`src/rtl/scmp_bus_pkg.sv`:
```
// rtl/scmp_bus_pkg.sv - shared types and constants for the SC/MP bus controller
//
// Holds the bus FSM state encoding, the bit positions of the latched
// {H,D,I,R} status flags, the page index width and the bank size.
package scmp_bus_pkg;

    typedef enum logic [2:0] {
        IDLE,
        WAIT,
        ACCESS,
        CAPTURE,
        DONE
    } bus_state_t;

    // Bit positions inside the latched flags nibble
    localparam int FLAG_H = 3;
    localparam int FLAG_D = 2;
    localparam int FLAG_I = 1;
    localparam int FLAG_R = 0;

    localparam int PAGE_W    = 4;
    localparam int BANK_SIZE = 4096;

endpackage

```
`src/rtl/scmp_bus_ctrl.sv`:
```
// rtl/scmp_bus_ctrl.sv - SC/MP external bus controller for synchronous on-chip banks
//
// Sits between the scmp core and N_BANKS synchronous 4 KiB memories.
// The page nibble and {H,D,I,R} flags are latched on every ADS_n strobe;
// each read/write strobe becomes a single registered rden/wren pulse
// after a per-direction wait, with hold_n stretching the CPU cycle.
//
// Ports:
//   clk, rst_n          clock, asynchronous active-low reset
//   cpu_ads_n           address strobe, cpu_d_o = {H,D,I,R,page}
//   cpu_rd_n, cpu_wr_n  active-low read / write strobes
//   cpu_addr[11:0]      low address within the page
//   cpu_d_o[7:0]        CPU data out
//   cpu_d_i[7:0]        registered read data to CPU
//   hold_n              low = CPU must extend the cycle
//   mem_addr, mem_d     registered address / write data to all banks
//   mem_sel[N_BANKS]    one-hot bank select, valid with rden/wren
//   mem_rden, mem_wren  one-cycle read / write pulses
//   mem_q               bank read data, bank i at [8i+7:8i]
//   flags[3:0]          latched {H,D,I,R}
//   bus_err, err_clr    sticky error flag and its clear
module scmp_bus_ctrl
    import scmp_bus_pkg::*;
#(
    parameter int          N_BANKS  = 4,
    parameter logic [15:0] RAM_MASK = 16'h000A,
    parameter int          WAIT_W   = 3,
    parameter int          RD_WAIT  = 1,
    parameter int          WR_WAIT  = 0,
    parameter logic [7:0]  OOR_DATA = 8'hFF
) (
    input  logic                 clk,
    input  logic                 rst_n,
    input  logic                 cpu_ads_n,
    input  logic                 cpu_rd_n,
    input  logic                 cpu_wr_n,
    input  logic [11:0]          cpu_addr,
    input  logic [7:0]           cpu_d_o,
    output logic [7:0]           cpu_d_i,
    output logic                 hold_n,
    output logic [11:0]          mem_addr,
    output logic [7:0]           mem_d,
    output logic [N_BANKS-1:0]   mem_sel,
    output logic                 mem_rden,
    output logic                 mem_wren,
    input  logic [8*N_BANKS-1:0] mem_q,
    output logic [3:0]           flags,
    output logic                 bus_err,
    input  logic                 err_clr
);

    bus_state_t          state, nxt_state;
    logic [WAIT_W-1:0]   cnt, nxt_cnt, load;
    logic                is_read, nxt_read;
    logic [PAGE_W-1:0]   page;
    logic [PAGE_W-1:0]   acc_page, nxt_acc_page, strobe_page;
    logic [11:0]         nxt_addr;
    logic [7:0]          nxt_d;
    logic                nxt_hold_n, nxt_rden, nxt_wren;
    logic [N_BANKS-1:0]  nxt_sel, onehot;
    logic                rd, wr;
    logic                set_err;
    logic                acc_in_range, wr_ok;
    logic [7:0]          q_sel;

    always_comb begin
        rd          = ~cpu_rd_n;
        wr          = ~cpu_wr_n;
        // An ADS in the same cycle as the strobe overrides the retained page
        strobe_page = cpu_ads_n ? page : cpu_d_o[PAGE_W-1:0];
        load        = rd ? WAIT_W'(RD_WAIT) : WAIT_W'(WR_WAIT);

        nxt_state    = state;
        nxt_cnt      = cnt;
        nxt_read     = is_read;
        nxt_acc_page = acc_page;
        nxt_addr     = mem_addr;
        nxt_d        = mem_d;
        set_err      = 1'b0;

        case (state)
            IDLE: begin
                if (rd && wr) begin
                    set_err   = 1'b1;
                    nxt_state = DONE;
                end else if (rd || wr) begin
                    nxt_addr     = cpu_addr;
                    nxt_d        = cpu_d_o;
                    nxt_read     = rd;
                    nxt_acc_page = strobe_page;
                    nxt_cnt      = load;
                    nxt_state    = (load != '0) ? WAIT : ACCESS;
                end
            end
            WAIT: begin
                nxt_cnt = cnt - 1'b1;
                if (cnt <= WAIT_W'(1)) begin
                    nxt_state = ACCESS;
                end
            end
            ACCESS:  nxt_state = is_read ? CAPTURE : DONE;
            CAPTURE: nxt_state = DONE;
            DONE: begin
                // Released strobes (even during WAIT) let DONE exit at once
                if (cpu_rd_n && cpu_wr_n) begin
                    nxt_state = IDLE;
                end
            end
            default: nxt_state = IDLE;
        endcase

        // Bank decode for the page the upcoming ACCESS will use
        acc_in_range = 32'(nxt_acc_page) < N_BANKS;
        wr_ok        = acc_in_range && RAM_MASK[nxt_acc_page];
        onehot       = '0;
        for (int i = 0; i < N_BANKS; i++) begin
            if (nxt_acc_page == PAGE_W'(i)) begin
                onehot[i] = 1'b1;
            end
        end

        // Moore outputs are registered from the next state
        nxt_hold_n = !(nxt_state inside {WAIT, ACCESS, CAPTURE});
        nxt_rden   = (nxt_state == ACCESS) && nxt_read;
        nxt_wren   = (nxt_state == ACCESS) && !nxt_read && wr_ok;
        nxt_sel    = (nxt_rden || nxt_wren) ? onehot : '0;
        if ((nxt_state == ACCESS) && !nxt_read && !wr_ok) begin
            set_err = 1'b1;
        end

        // Out-of-range pages fall through to OOR_DATA
        q_sel = OOR_DATA;
        for (int i = 0; i < N_BANKS; i++) begin
            if (acc_page == PAGE_W'(i)) begin
                q_sel = mem_q[8*i +: 8];
            end
        end
    end

    always_ff @(posedge clk or negedge rst_n) begin
        if (!rst_n) begin
            state    <= IDLE;
            cnt      <= '0;
            is_read  <= 1'b0;
            page     <= '0;
            acc_page <= '0;
            flags    <= '0;
            mem_addr <= '0;
            mem_d    <= '0;
            hold_n   <= 1'b1;
            mem_rden <= 1'b0;
            mem_wren <= 1'b0;
            mem_sel  <= '0;
            cpu_d_i  <= '0;
            bus_err  <= 1'b0;
        end else begin
            state    <= nxt_state;
            cnt      <= nxt_cnt;
            is_read  <= nxt_read;
            acc_page <= nxt_acc_page;
            mem_addr <= nxt_addr;
            mem_d    <= nxt_d;
            hold_n   <= nxt_hold_n;
            mem_rden <= nxt_rden;
            mem_wren <= nxt_wren;
            mem_sel  <= nxt_sel;
            if (!cpu_ads_n) begin
                page  <= cpu_d_o[PAGE_W-1:0];
                flags <= cpu_d_o[7:4];
            end
            if (state == CAPTURE) begin
                cpu_d_i <= q_sel;
            end
            // A new error wins over a simultaneous clear
            if (set_err) begin
                bus_err <= 1'b1;
            end else if (err_clr) begin
                bus_err <= 1'b0;
            end
        end
    end

endmodule
```
`config.mk`:
```
export PLATFORM = sky130hd
export DESIGN_NAME = scmp_bus_ctrl
export DESIGN_NICKNAME = d
export VERILOG_FILES = /design/src/rtl/scmp_bus_pkg.sv /design/src/rtl/scmp_bus_ctrl.sv
export SDC_FILE = /design/constraint.sdc
export NUM_CORES = 1
export LEC_CHECK = 0
export BUFFER_PORTS_ARGS = -buffer_cell sky130_fd_sc_hd__buf_2
export CAP_MARGIN = 20
export CORE_ASPECT_RATIO = 0.8
export CORE_MARGIN = 2
export CORE_UTILIZATION = 49
export DETAILED_ROUTE_END_ITERATION = 8
export HOLD_SLACK_MARGIN = 0.1
export PLACE_DENSITY = 0.84
export SLEW_MARGIN = 40
export SYNTH_ARGS = -nofsm -noshare
export SYNTH_HDL_FRONTEND = slang
export SYNTH_SLANG_ARGS = --single-unit
export TNS_END_PERCENT = 10
```
`constraint.sdc`:
```
create_clock -name clk -period 2.05 [get_ports clk]
set_clock_uncertainty 0.05 [all_clocks]
set_input_delay 0.41 -clock clk [delete_from_list [all_inputs] [get_ports clk]]
set_output_delay 0.41 -clock clk [all_outputs]
set_load 0.05 [all_outputs]
```
======== After elaboration in Yosys (flattened, before gate mapping) ========
Memories as Yosys holds them, arrays and structs flattened.
Cells that the tools add are included.
cells by class
  add/subtract/negate cells ............... 1
  order comparisons ....................... 3
  eq/ne operators ......................... 15
  muxes and demuxes ....................... 33
  bitwise gates (word level) .............. 3
  reduce and logical (&&, ||, !) cells .... 21
operators by type and width
  operator                                                        number
  2-to-1 mux 8 bit                                                4
  2-to-1 mux 3 bit                                                7
  2-to-1 mux 4 bit                                                5
  == test 4 x 2 -> 1 bit, second input constant                   4
  case mux 3 bit (5 select lines)                                 1
  2-to-1 mux 1 bit                                                14
  == test 3 x 2 -> 1 bit, second input constant                   4
  == test 4 x 1 -> 1 bit, second input constant                   2
  logical NOT 4 bit                                               2
  logical AND 1 bit                                               7
  == test 3 x 1 -> 1 bit, second input constant                   2
  case mux 3 bit (2 select lines)                                 1
  AND reduction 3 bit                                             2
  nonzero test 3 bit                                              2
  less-than comparator 4 x 5 -> 1 bit, second input constant      1
  less-than comparator 4 x 3 -> 1 bit, second input constant      1
  inequality test 2 bit, second input constant                    2
  nonzero test 2 bit                                              2
  == test 3 bit, second input constant                            1
  less-or-equal comparator 3 x 1 -> 1 bit, second input constant  1
  logical NOT 1 bit                                               3
  logical NOT 3 bit                                               1
  inverter 1 bit                                                  3
  subtractor 3 x 1 -> 3 bit, second input constant                1
  other kinds (2)                                                 3
storage, ports and cells
  register bits after elaboration ......... 55
  bits in read-only memories .............. 16
  input bits .............................. 58
  output and inout port bits .............. 40
  word-level logic and storage cells ...... 91
  memories kept ........................... 1
memory list
  memory           words  bits a word  rd ports  clocked after Yosys merged registers in  write ports  line                  source
  (no name shown)  16     1            1         0                                        0            scmp_bus_ctrl.sv:114  wr_ok = acc_in_range && RAM_MASK[nxt_acc_page];

======== Depth between registers and ports, before layout ========
Gate-level depths: netlist of run 1.
  depth after elaboration ................. 12
  gate-level depth with buffers ........... 7
  gate-level depth less buffers ........... 7

======== Least setup slack after synthesis of run 1 ========
No wires, ideal clock.
  path type ............................... input-to-reg
  from .................................... in cpu_rd_n
  to ...................................... reg mem_sel[0]
  arrival time ............................ 1671 ps
  setup slack ............................. 256 ps
  cell stages on the path ................. 7
  path buffers ............................ 0
  cell sequence ........................... inv_1 ha_1 or2_2 nor2_8 mux2i_1 inv_1 nor2_1
between the ends
  cells in the longest elaborated chain, start to end .. 11
  elaborated cells between the ends (all ways) .. 30
  those cells by class .................... order compare: 1; eq/ne: 1; mux: 15; bitwise: 1; reduce/logical: 11; memory: 1
RTL lines
  what                                    line                  source
  from (decl)                             scmp_bus_ctrl.sv:35   input logic cpu_rd_n,
  inverter 1 bit *                        scmp_bus_ctrl.sv:67   rd = ~cpu_rd_n;
  logical OR 1 bit                        scmp_bus_ctrl.sv:86   end else if (rd || wr) begin
  2-to-1 mux 4 bit                        scmp_bus_ctrl.sv:86
  2-to-1 mux 4 bit *                      scmp_bus_ctrl.sv:83   if (rd && wr) begin
  2-to-1 mux 4 bit *                      scmp_bus_ctrl.sv:81   case (state)
  net nxt_acc_page[1]                     scmp_bus_ctrl.sv:56   logic [PAGE_W-1:0] acc_page, nxt_acc_page, strobe_page;
  memory (16 x 1 bit)                     n/a
  2-to-1 mux 1 bit (implied by the code)  scmp_bus_ctrl.sv:114
  logical AND 1 bit                       scmp_bus_ctrl.sv:114
  logical AND 1 bit                       scmp_bus_ctrl.sv:125  nxt_wren = (nxt_state == ACCESS) && !nxt_read && wr_ok;
  logical OR 1 bit                        scmp_bus_ctrl.sv:126  nxt_sel = (nxt_rden || nxt_wren) ? onehot : '0;
  2-to-1 mux 4 bit *                      scmp_bus_ctrl.sv:126
  net nxt_sel[0]                          scmp_bus_ctrl.sv:60   logic [N_BANKS-1:0] nxt_sel, onehot;
  to (signal assigned)                    scmp_bus_ctrl.sv:166  mem_sel <= nxt_sel;
  to (decl)                               scmp_bus_ctrl.sv:43   output logic [N_BANKS-1:0] mem_sel,
The timed path passes the listed nets; every way through them passes the cells marked *. The select of a mux whose other input is x is not followed.
A chain may end at the register's enable or synchronous reset.

======== Worst setup path after layout of run 1 ========
  from .................................... reg acc_page[0]
  to ...................................... reg mem_wren
between the ends
  cells in the longest elaborated chain, start to end .. 7
  elaborated cells between the ends (all ways) .. 8
  those cells by class .................... order compare: 1; mux: 4; reduce/logical: 2; memory: 1
RTL lines
  what                                    line                  source
  from (decl)                             scmp_bus_ctrl.sv:56
  from (signal assigned)                  scmp_bus_ctrl.sv:160  acc_page <= nxt_acc_page;
  2-to-1 mux 4 bit                        scmp_bus_ctrl.sv:86
  2-to-1 mux 4 bit                        scmp_bus_ctrl.sv:83
  2-to-1 mux 4 bit *                      scmp_bus_ctrl.sv:81
  memory (16 x 1 bit)                     n/a
  2-to-1 mux 1 bit (implied by the code)  scmp_bus_ctrl.sv:114
  logical AND 1 bit *                     scmp_bus_ctrl.sv:114
  logical AND 1 bit *                     scmp_bus_ctrl.sv:125
  net nxt_wren                            scmp_bus_ctrl.sv:59   logic nxt_hold_n, nxt_rden, nxt_wren;
  to (signal assigned)                    scmp_bus_ctrl.sv:165  mem_wren <= nxt_wren;
  to (decl)                               scmp_bus_ctrl.sv:45   output logic mem_wren,
Marks and branches as above.

==> summary.md, run 1 <==
| Metric | Value |
|---|---|
| Post-synthesis sequential area ratio | 0.538 |
| Detailed Route WL | 5.29 mm |
| Share of cells above drive strength 1 | 0.547 |
| Area contributors post-synth | dfrtp_1 (53%), mux2_2 (14%), mux4_2 (7.0%) |
| Req. time, crit path | ~2200 ps |
| Final min period | 1770 ps |
| DRC violations left | 0 |
| Worst Hold Depth | 2 |
| DR pass1 iterations | 4 |
| Critical Path Fanout Max | 11 |
| DIE AREA | 5820 sq um |
| Peak Freq | 566 MHz |
| Cells on worst reg2reg path | 4 |
| Sw frac | 0.462 |
| Worst Setup End Kind | flip-flop |
| Synthesized flop and latch total | 55 |
| Met3 Wirelength | 551 um |
| Pin count of the biggest net entering global routing | slightly above 40 |
| Yosys top cell by area | dfrtp_1 |
| Slowest CP cell | dfrtp_1 |
| Max Slew Vio Count | 0 |
| Leakage Power | 1.57 nW |
| Deepest clock path buffer count | 2 |
| Final cycle utilization of the critical path | 0.862 |
| Max H-tree Level | 2 |
| Final setup violation count | 0 |
| Pint | 0.00299 W |
| Final Hold Viols | 0 |
| Synthesized area | 2560 sq um |
| Combinational group share of total power | 0.518 |
| Pwr Total | 0.00556 W |
| Row cnt | 23 |
| Final ANT Viol Nets | 0 |
| TNS Setup | 0 ps |
| Crit start category | flip-flop |
| Area Growth Syn to Fin | 28.0% |
| First-pass GRT wire length | 8.09 mm |
| Starting density of the core | 0.508 |
| Vias in the first global route | 1732 |
| Total CTS buffers | 5 |
| Root Driver | clkbuf_8 |
| Initial antenna violation count | 0 |
| Post-DR vias/cell | 5.30 |
| Status | complete, no violations |
| Final #Nets | 359 |
| Top routing layer in use | met4 |
| All-Layer GR Usage | 0.180 |
| Post-synthesis net count | 257 |
| Number of diodes | 0 |
| Dpl hpwl | approximately 4.1 mm |
| PostCTS Resize Cnt | 0 |
| Type of the worst setup path | reg -> reg |
| Routed len/inst | 14.7 um |
| Reg area | 1380 sq um |
| Fillcell total | 405 |
| Max-cap viol count | 0 |
| Worst EP arrival | 1950 ps |
| PwrDens | 1700 nW/um^2 |
| Slowest stage delay, CP | 730 ps |
| Synth cell types | 42 |
| Reg power frac | 0.335 |
| Skew-Pair Late Insertion Delay | 300 ps |
| CTS Sinks | 55 |
| Syn avg cell area | 13.1 sq um |
| Die height | slightly below 70 um |
| Maximum vdd ir drop | just under 0.001 V |
| DP Area | 3130 sq um |
| CTS tree | built |
| Via count | 1907 |
| Met1 WL | 2.32 mm |
| Worst Tran Pin Value | between 500 and 600 ps |
| Met2 wire len | 2.40 mm |
| Cells after Synth | between 150 and 200 |
| Top-area cell type share of the netlist area | 0.528 |
| Clock share of power | 0.148 |
| Die span in x | 84.8 um |
| Gr ovfl total | 0 |
| Worst path cell trace | or3b_2, a21oi_1, o22ai_1, nor2_1 |
| Hold crit path type | in -> reg |
| RSZ-0062 raised after global routing | false |
| Switching Power | 0.00257 W |
| Multi-input combinational cell area | 1100 sq um |
| Clock slew at the register clock pins of the worst setup and hold paths | 100 ps |
| Core ar. | about 5000 sq um |
| Slew headroom | 0.609 |
| Number of placed I/O pins | 98 |
| RD Place Congestion | ~0.9 |
| DRT iter0 DRCs | 62 |
| Synthesis Warnings | 0 |
| # port buffers | a little under 100 |
| Post-route cell area | 3280 sq um |
kinds of logic (layout without fill, tap and decap cells):
logic type                 after synthesis  in the layout  synth area share
AOI/OAI and AO/OA                       27             27            0.0718
xor gates and xnor gates                 1              1           0.00342
adders and majority gates                4              4            0.0196
buffers and inverters                   15            118            0.0323
DFF                                     55             55             0.538
muxes                                   40             40             0.211
and+or+nand+nor                         53             53             0.124
Yosys cell counts, drive strengths merged:
cell,instances
a211oi,4
a21oi,4
a22o,1
a22oi,1
a32oi,1
and2,1
buf,6
clkbuf,2
dfrtp,54
dfstp,1
ha,4
inv,7
mux2,31
mux2i,1
mux4,8
nand2,11
nand2b,2
nand3,1
nand3b,2
nor2,21
nor2b,1
nor3,4
nor3b,1
o21ai,11
o21ba,1
o221ai,1
o22ai,2
o31ai,1
or2,2
or3,1
or3b,2
or4,1
or4b,2
or4bb,1
xor2,1
power groups by stage:
stage	clock [W]	combinational [W]	sequential, W
2_1_floorplan	0	0.00119	0.00290
3_5_place_dp	0	0.00288	0.00188
6_report	0.000822	0.00288	0.00186
5_1_grt	0.000887	0.00305	0.00193
3_3_place_gp	0	0.00283	0.00186
4_1_cts	0.000848	0.00289	0.00186
registers in the layout (all words and copies together) (netlist names):
register  flops
page          4
mem_rden      1
acc_page      4
is_read       1
flags         4
mem_d         8
mem_sel       4
bus_err       1
mem_wren      1
state         3
hold_n        1
cnt           3
cpu_d_i       8
mem_addr     12
cell type report:
class | count | area share
Timing Repair Buffer | 103 | 0.170
Sequential cell | 55 | 0.421
Inverter | 7 | 0.00802
Multi-Input combinational cell | 125 | 0.336
Clock buffer | 5 | 0.0210
Tap cell | 62 | 0.0237
Clock inverter | 3 | 0.0206
what timing repair did:
action,4_1_cts,5_1_grt
setup endpoints to repair,0,0
hold endpoints to repair,15,0
hold buffers,1,0
buffers inserted,0,0
layout by cell type (no fill, tap or decap), types with 2 or more instances in the layout:
cell type   n
bufinv_16   2
nand2_1    11
buf_12      2
nor3_1      2
a21oi_1     4
or4b_1      2
mux2_2     31
o22ai_1     2
o21ai_0    11
a211oi_2    2
inv_1       7
clkbuf_8    5
mux4_2      8
dfrtp_1    54
a211oi_1    2
nand3b_1    2
buf_2      97
ha_1        4
nor3_4      2
nor2_1     19
nand2b_1    2
buf_4       3
or2_2       2
critical path, delay by kind of cell (launching register included):
family          cells  cell delay (ps)
flops               1              730
compound gates      2              270
simple gates        2              660
worst paths after layout:
kind | endpoint | startpoint | slack [ps]
worst max-delay path | mem_wren | acc_page[0] | 280
worst min-delay path | mem_addr[10] | cpu_addr[10] | 290
worst max register to register | mem_wren | acc_page[0] | 280
worst min register to register | cpu_d_i[7] | cpu_d_i[7] | 440
max in group asynchronous | hold_n | rst_n | 860
min in group asynchronous | cnt[1] | rst_n | 500
stage by stage:
step / util / hold WS (ps) / setup slack, ps / instances
final: 0.650 / 290 / 284 / 360
after global routing: 0.650 / 268 / 173 / 360
after CTS: 0.650 / 272 / 260 / 360
after detailed placement: 0.621 / 305 / 52.0 / 351
after global placement: 0.621 / 304 / 122 / 351
after floorplan: - / 64.4 / 256 / 195
routing by layer:
layer / GRT usage / vias up
li1: - / 906
met1: 0.248 / 905
met2: 0.289 / 93
met3: 0.0500 / 3
met4: 0.0377 / 0
met5: 0 / -
Note: power is estimated with default switching activity, not from simulation.
==> run 2: changes to the inputs <==
--- a/config.mk
+++ b/config.mk
@@ -13,6 +13,7 @@
 export DETAILED_ROUTE_END_ITERATION = 8
 export HOLD_SLACK_MARGIN = 0.1
 export PLACE_DENSITY = 0.84
+export REMOVE_ABC_BUFFERS = 1
 export SLEW_MARGIN = 40
 export SYNTH_ARGS = -nofsm -noshare
 export SYNTH_HDL_FRONTEND = slang
==> run 2 against run 1 <==
  * Critical path depth fell by 1
  * Final area fell by 1.5%
  * Clock power fell by 27%
  * Setup slack improved by 16 ps
  * First-iteration DRC count rose by 16%
  * Critical path type unchanged
  * Largest power group unchanged
  * Highest routed layer unchanged
==> summary.md, run 2 (synthesized netlist as in run 1, its figures left out) <==
| Metric | Value |
|---|---|
| Skew-Pair Late Insertion Delay | 310 ps (about the same) |
| Met2 wire len | 2.60 mm (+8.4%) |
| Via count | 1888 (-1.0%) |
| Deepest clock path buffer count | 2 (unchanged) |
| Pint | 0.00275 W (-8.1%) |
| Final #Nets | 359 (unchanged) |
| DRT iter0 DRCs | 72 (+16%) |
| Post-DR vias/cell | 5.24 (-1.0%) |
| Gr ovfl total | 0 (unchanged) |
| PwrDens | 1650 nW/um^2 (-2.8%) |
| Type of the worst setup path | reg -> reg |
| Commonest non-fill, non-tap cell in the layout | buf_2 |
| First-pass GRT wire length | 8.17 mm (+1.0%) |
| Die span in x | 84.8 um (unchanged) |
| Share of cells above drive strength 1 | 0.544 (-0.00336) |
| Max-cap viol count | 0 (unchanged) |
| PostCTS Resize Cnt | 0 (unchanged) |
| Max H-tree Level | 2 (unchanged) |
| Pwr Total | 0.00532 W (-4.2%) |
| Worst Hold Endpoint | mem_addr[4] |
| Crit Reg-Reg Endpoint | cpu_d_i[3] |
| Area Growth Syn to Fin | 26.1% |
| Final setup violation count | 0 (unchanged) |
| Fillcell total | 395 (-2.5%) |
| Worst EP arrival | 1870 ps (-80 ps) |
| Critical Path Fanout Max | 11 (unchanged) |
| Utilization after layout | 0.641 (-0.00944) |
| Routed len/inst | 14.9 um (+1.1%) |
| Starting density of the core | 0.508 (unchanged) |
| Top routing layer in use | met4 |
| Peak Freq | 571 MHz (+0.90%) |
| Row cnt | 23 (unchanged) |
| Worst R2R Setup Slack | 300 ps (+20 ps) |
| Max Slew Vio Count | 0 (unchanged) |
| Hold slack | 274 ps (-15.5 ps) |
| Final ANT Viol Nets | 0 (unchanged) |
| Final cycle utilization of the critical path | 0.854 (-0.00767) |
| Detailed Route WL | 5.35 mm (+1.1%) |
| Maximum vdd ir drop | 0.00103 V (+6.8%) |
| Worst Hold Depth | 2 (unchanged) |
| Reg power frac | 0.348 (+0.013) |
| DIE AREA | 5820 sq um (unchanged) |
| Startpoint of the worst hold path | cpu_addr[4] |
| Most frequent cells in the layout | buf_2 (97), dfrtp_1 (54), mux2_2 (31) |
| Largest Register | mem_addr |
| Clock slew at the register clock pins of the worst setup and hold paths | 100 ps (about the same) |
| CTS Sinks | 55 (unchanged) |
| Pin count of the biggest net entering global routing | 56 (+37%) |
| Largest regs | mem_addr: 12 flops, cpu_d_i: 8 flops, mem_d: 8 flops |
| Met3 Wirelength | 384 um (-30%) |
| Req. time, crit path | 2170 ps (-70 ps) |
| Sw frac | 0.484 (+0.0216) |
| All-Layer GR Usage | 0.185 (+0.00503) |
| Dpl hpwl | 4.05 mm (-0.29%) |
| Total CTS buffers | 5 (unchanged) |
| Clock share of power | 0.113 (-0.035) |
| Worst Tran Pin Value | 579 ps (-8.15 ps) |
| TNS Setup | 0 ps (unchanged) |
| DRC violations left | 0 (unchanged) |
| Met1 WL | 2.32 mm (-0.13%) |
| Dpl ws | 47.9 ps (-4.13 ps) |
| Vias in the first global route | 1692 (-2.3%) |
| CTS tree | built |
| Combinational group share of total power | 0.539 (+0.021) |
| Initial antenna violation count | 0 (unchanged) |
| Core ar. | 5040 sq um (unchanged) |
| Final min period | 1750 ps (-15.7 ps) |
| Worst Setup End Kind | flip-flop |
| RSZ-0062 raised after global routing | false |
| Switching Power | 0.00258 W (+0.26%) |
| RD Place Congestion | 0.807 (-8.2%) |
| Cells on worst reg2reg path | 3 (-1) |
| Number of diodes | 0 (unchanged) |
| Setup WS post-layout | 300 ps (+15.7 ps) |
| Root Driver | clkbuf_8 |
| Hold crit path type | in -> reg |
| Launching point of the worst reg2reg path | acc_page[0] |
| Leakage Power | 1.55 nW (-1.4%) |
| DR pass1 iterations | 4 (unchanged) |
| Number of placed I/O pins | 98 (unchanged) |
| # port buffers | 97 (unchanged) |
| Crit start category | flip-flop |
| Final Hold Viols | 0 (unchanged) |
| Status | complete, no violations |
| Die height | 68.7 um (unchanged) |
| Slew headroom | 0.614 (+0.00544) |
| Largest register FFs | 12 (unchanged) |
## run 2: cell types whose count changed in the layout (fill, tap and decap cells not counted), sizes merged
cell and delta:
clkbuf +1, inv +1, bufinv -2
## run 2: metal layers
metal | GRT usage | up-vias
met4 | 0.0536 | 0
met5 | 0 | -
li1 | - | 901
met3 | 0.0464 | 4
met2 | 0.312 | 73
met1 | 0.241 | 910
## run 2: how the worst max path moves through the flow
stage,startpoint,endpoint,slack [ps],cells after the start
6_report,acc_page[0],cpu_d_i[3],300,3
4_1_cts,acc_page[0],cpu_d_i[3],260,3
3_3_place_gp,cpu_rd_n,mem_sel[0],110,8
2_1_floorplan,state[1],mem_addr[0],150,3
5_1_grt,acc_page[0],mem_sel[1],120,4
3_5_place_dp,cpu_rd_n,mem_sel[0],50,8
## run 2: power by group through the flow
stage	clock network [W]	logic, W	registers [W]
after global placement	0	0.00283	0.00186
after floorplan	0	0.00105	0.00296
final	0.000600	0.00287	0.00185
after CTS	0.000618	0.00290	0.00186
after global routing	0.000675	0.00306	0.00192
after detailed placement	0	0.00289	0.00188
## run 2: worst max-delay path, cell delays in order, from the launching register on
cell and delay, ps:
dfrtp_1 720, mux4_2 590, nor2_1 150, o21ai_0 110
## run 2: area by class of cell
class | count | area, sq um | area share
repair buffers | 103 | 558 | 0.173
flip-flops and latches | 55 | 1380 | 0.427
well taps | 62 | 77.6 | 0.0240
clock inverters | 2 | 16.3 | 0.00504
clock buffers | 6 | 72.6 | 0.0225
inverters | 7 | 26.3 | 0.00814
multi-input cells | 125 | 1100 | 0.341
## run 2: per-stage QoR
step / cell area (sq um) / instances
global placement: 3130 / 351
floorplan: 2500 / 187
detailed placement: 3130 / 351
global route: 3230 / 360
CTS: 3230 / 360
finish: 3230 / 360
## run 2: what timing repair did
item                                    4_1_cts  5_1_grt
endpoints found under the setup margin        0        0
setup buffers                                 0        0
endpoints found under the hold margin        54        0
hold buffers                                  1        0
==> run 3: changes to the inputs <==
--- a/config.mk
+++ b/config.mk
@@ -5,14 +5,15 @@
 export SDC_FILE = /design/constraint.sdc
 export NUM_CORES = 1
 export LEC_CHECK = 0
+export ABC_AREA = 1
 export BUFFER_PORTS_ARGS = -buffer_cell sky130_fd_sc_hd__buf_2
 export CAP_MARGIN = 20
 export CORE_ASPECT_RATIO = 0.8
 export CORE_MARGIN = 2
-export CORE_UTILIZATION = 49
+export CORE_UTILIZATION = 48
 export DETAILED_ROUTE_END_ITERATION = 8
 export HOLD_SLACK_MARGIN = 0.1
-export PLACE_DENSITY = 0.84
+export PLACE_DENSITY = 0.83
 export REMOVE_ABC_BUFFERS = 1
 export SLEW_MARGIN = 40
 export SYNTH_ARGS = -nofsm -noshare
==> run 3 against run 2 <==
  * Synthesized cell count is 28% higher
  * Via count grew 11%
  * Register-to-register slack about the same
  * Clock power down 8.2%
  * Final cell count grew 15%
  * First-iteration DRC count grew 75%
==> summary.md, run 3 <==
| Metric | Value |
|---|---|
| Initial antenna violation count | 0 (unchanged) |
| CTS tree | built |
| Met2 wire len | 2.85 mm (+9.5%) |
| Hold crit path type | in -> reg |
| Commonest non-fill, non-tap cell in the layout | buf_2 |
| Pin count of the biggest net entering global routing | 56 (unchanged) |
| Dpl hpwl | 4.28 mm (+5.7%) |
| Row cnt | 23 (unchanged) |
| Share of cells above drive strength 1 | 0.382 (-0.162) |
| Critical Path Fanout Max | 15 (+4) |
| Area contributors post-synth | dfrtp_1 (55%), o21ai_0 (9.0%), nand2_1 (6.3%) |
| DRT iter0 DRCs | 126 (+75%) |
| Crit path to | mem_d[3] |
| Post-synthesis sequential area ratio | 0.564 (+0.0256) |
| Starting density of the core | 0.494 (-0.0146) |
| Leakage Power | 1.64 nW (+5.9%) |
| Routed len/inst | 13.5 um (-9.4%) |
| Max H-tree Level | 2 (unchanged) |
| PwrDens | 1660 nW/um^2 (+0.85%) |
| Req. time, crit path | 2210 ps (+40 ps) |
| Final setup violation count | 0 (unchanged) |
| Area Growth Syn to Fin | 26.7% |
| Top routing layer in use | met4 |
| Yosys top cell by area | dfrtp_1 |
| TNS Setup | 0 ps (unchanged) |
| Max Slew Vio Count | 0 (unchanged) |
| Deepest clock path buffer count | 2 (unchanged) |
| Worst Tran Pin Value | 518 ps (-60.8 ps) |
| Maximum vdd ir drop | 0.000870 V (-16%) |
| Slowest CP cell | dfrtp_1 |
| Most frequent cells in the layout | buf_2 (97), dfrtp_1 (54), o21ai_0 (44) |
| Final Hold Viols | 0 (unchanged) |
| Core ar. | 4950 sq um (-1.7%) |
| Cells on worst reg2reg path | 7 (+4) |
| Largest Register | mem_addr |
| Slew headroom | 0.654 (+0.0393) |
| Synth cell types | 28 (-33%) |
| Critical path's most frequent cell | nand2_1 |
| Number of placed I/O pins | 98 (unchanged) |
| Max-cap viol count | 0 (unchanged) |
| Via count | 2090 (+11%) |
| Largest register FFs | 12 (unchanged) |
| Worst R2R Setup Slack | 290 ps (about the same) |
| Synthesis Warnings | 0 (unchanged) |
| Pwr Total | 0.00515 W (-3.3%) |
| Crit Reg-Reg Endpoint | mem_d[3] |
| Status | complete, no violations |
| Syn avg cell area | 9.81 sq um (-25%) |
| Synthesized area | 2440 sq um (-4.5%) |
| PostCTS Resize Cnt | 0 (unchanged) |
| # port buffers | 97 (unchanged) |
| DRC violations left | 0 (unchanged) |
| Met3 Wirelength | 211 um (-45%) |
| DR pass1 iterations | 4 (unchanged) |
| Final ANT Viol Nets | 0 (unchanged) |
| Asr flop ratio synth | 1.00 (unchanged) |
| Final #Nets | 414 (+15%) |
| Die span in x | 83.8 um (-1.2%) |
| RD Place Congestion | 0.858 (+6.3%) |
| Largest regs | mem_addr: 12 flops, cpu_d_i: 8 flops, mem_d: 8 flops |
| Cell with the most instances after synthesis | dfrtp_1 |
| Commonest cells in the netlist | dfrtp_1 (54), o21ai_0 (44), nand2_1 (41), inv_1 (36), nor2_1 (13) |
| Final min period | 1760 ps (+8.62 ps) |
| All-Layer GR Usage | 0.196 (+0.0119) |
| Worst path cell trace | inv_1, nand2_1, inv_2, nand2_2, buf_4, nand2_1, o21ai_0 |
| Met1 WL | 2.43 mm (+5.1%) |
| Launching point of the worst reg2reg path | state[2] |
| First-pass GRT wire length | 8.87 mm (+8.6%) |
| Cells after Synth | 249 (+28%) |
| Synthesized flop and latch total | 55 (unchanged) |
| Primary FF master, synth | dfrtp_1 |
| Top-area cell type share of the netlist area | 0.553 (+0.0251) |
| DIE AREA | 5680 sq um (-2.4%) |
| Slowest stage delay, CP | 580 ps (-140 ps) |
| Number of diodes | 0 (unchanged) |
| EDFF count, synth | 0 (unchanged) |
| Type of the worst setup path | reg -> reg |
| Post-DR vias/cell | 5.06 (-3.5%) |
| CTS Sinks | 55 (unchanged) |
| Vias in the first global route | 1951 (+15%) |
| Final cycle utilization of the critical path | 0.858 (+0.00420) |
| Critical Path Start | state[2] |
| Gr ovfl total | 0 (unchanged) |
| Total CTS buffers | 5 (unchanged) |
| Hold slack | 278 ps (+3.71 ps) |
| Root Driver | clkbuf_8 |
| RSZ-0062 raised after global routing | false |
| Detailed Route WL | 5.56 mm (+3.9%) |
| Worst EP arrival | 1920 ps (+50 ps) |
| Crit start category | flip-flop |
| Worst Setup End Kind | flip-flop |
| Die height | 67.8 um (-1.2%) |
| Peak Freq | 568 MHz (-0.49%) |
| Utilization after layout | 0.626 (-0.0154) |
| Skew-Pair Late Insertion Delay | 300 ps (about the same) |
| Clock slew at the register clock pins of the worst setup and hold paths | 90 ps (about the same) |
==> run 3: changes by cell type after synthesis, sizes merged, moves of 7 or more <==
| cell | change |
|---|---|
| inv | +31 |
| mux2 | -19 |
| o221ai | +7 |
| nand2 | +36 |
| o21ai | +35 |
| nand3 | +7 |
| mux4 | -8 |
==> run 3: per-stage QoR <==
step | instance area [sq um] | setup slack, ps | cells
6_report | 3100 | 291 | 413
5_1_grt | 3100 | 163 | 413
4_1_cts | 3100 | 324 | 413
3_5_place_dp | 3010 | 173 | 406
3_3_place_gp | 3010 | 270 | 406
2_1_floorplan | 2420 | 481 | 245
==> run 3: critical path: cells and delay by family (launching register included) <==
| family | cells | cell delay [ps] |
|---|---|---|
| AO/OA/AOI/OAI | 1 | 80 |
| buffers and inverters | 3 | 480 |
| flip-flops | 1 | 580 |
| AND/OR/NAND/NOR | 3 | 470 |
==> run 3: repair_timing <==
| item | 4_1_cts | 5_1_grt |
|---|---|---|
| endpoints found under the hold margin | 54 | 0 |
| hold buffers | 1 | 0 |
| setup buffers | 0 | 0 |
==> run 3: worst min-delay path by stage <==
| stage | slack, ps | start | depth (start not counted) | endpoint |
|---|---|---|---|---|
| floorplan | 60 | rst_n | 0 | acc_page[0] |
| CTS | 280 | cpu_addr[9] | 2 | mem_addr[9] |
| global placement | 380 | rst_n | 2 | mem_d[6] |
| detailed placement | 380 | rst_n | 2 | mem_d[6] |
| finish | 280 | cpu_addr[9] | 2 | mem_addr[9] |
| global route | 270 | cpu_addr[9] | 2 | mem_addr[9] |
==> run 3: where the power goes <==
group	switching (W)	internal (W)
combinational	0.00209	0.000752
sequential	0.000240	0.00152
clock	0.000324	0.000228
total	0.00265	0.00250
==> run 3: cell type report <==
type                       count  area, sq um
clock inverter                 1         7.51
sequential                    55         1380
inverter                      38          143
clock buffer                   5         68.8
fill                         427         1850
multi-input combinational    152          900
tap                           62         77.6
timing repair buffer         100          523
==> run 3: metal layers <==
layer  track usage  vias up
met3        0.0495        8
met2         0.337       43
met1         0.255     1020
li1              -     1019
met5             0        -
met4        0.0524        0
==> run 3: logic make-up (layout without fill, tap and decap cells) <==
logic type,Yosys count,in the layout,synth area share
buffers and inverters,42,144,0.0681
flip-flops,55,55,0.564
adder cells (fa/ha/maj),4,4,0.0205
multiplexers,12,12,0.0553
AO/OA/AOI/OAI,58,58,0.133
XOR/XNOR,1,1,0.00358
AND/OR/NAND/NOR,77,77,0.156
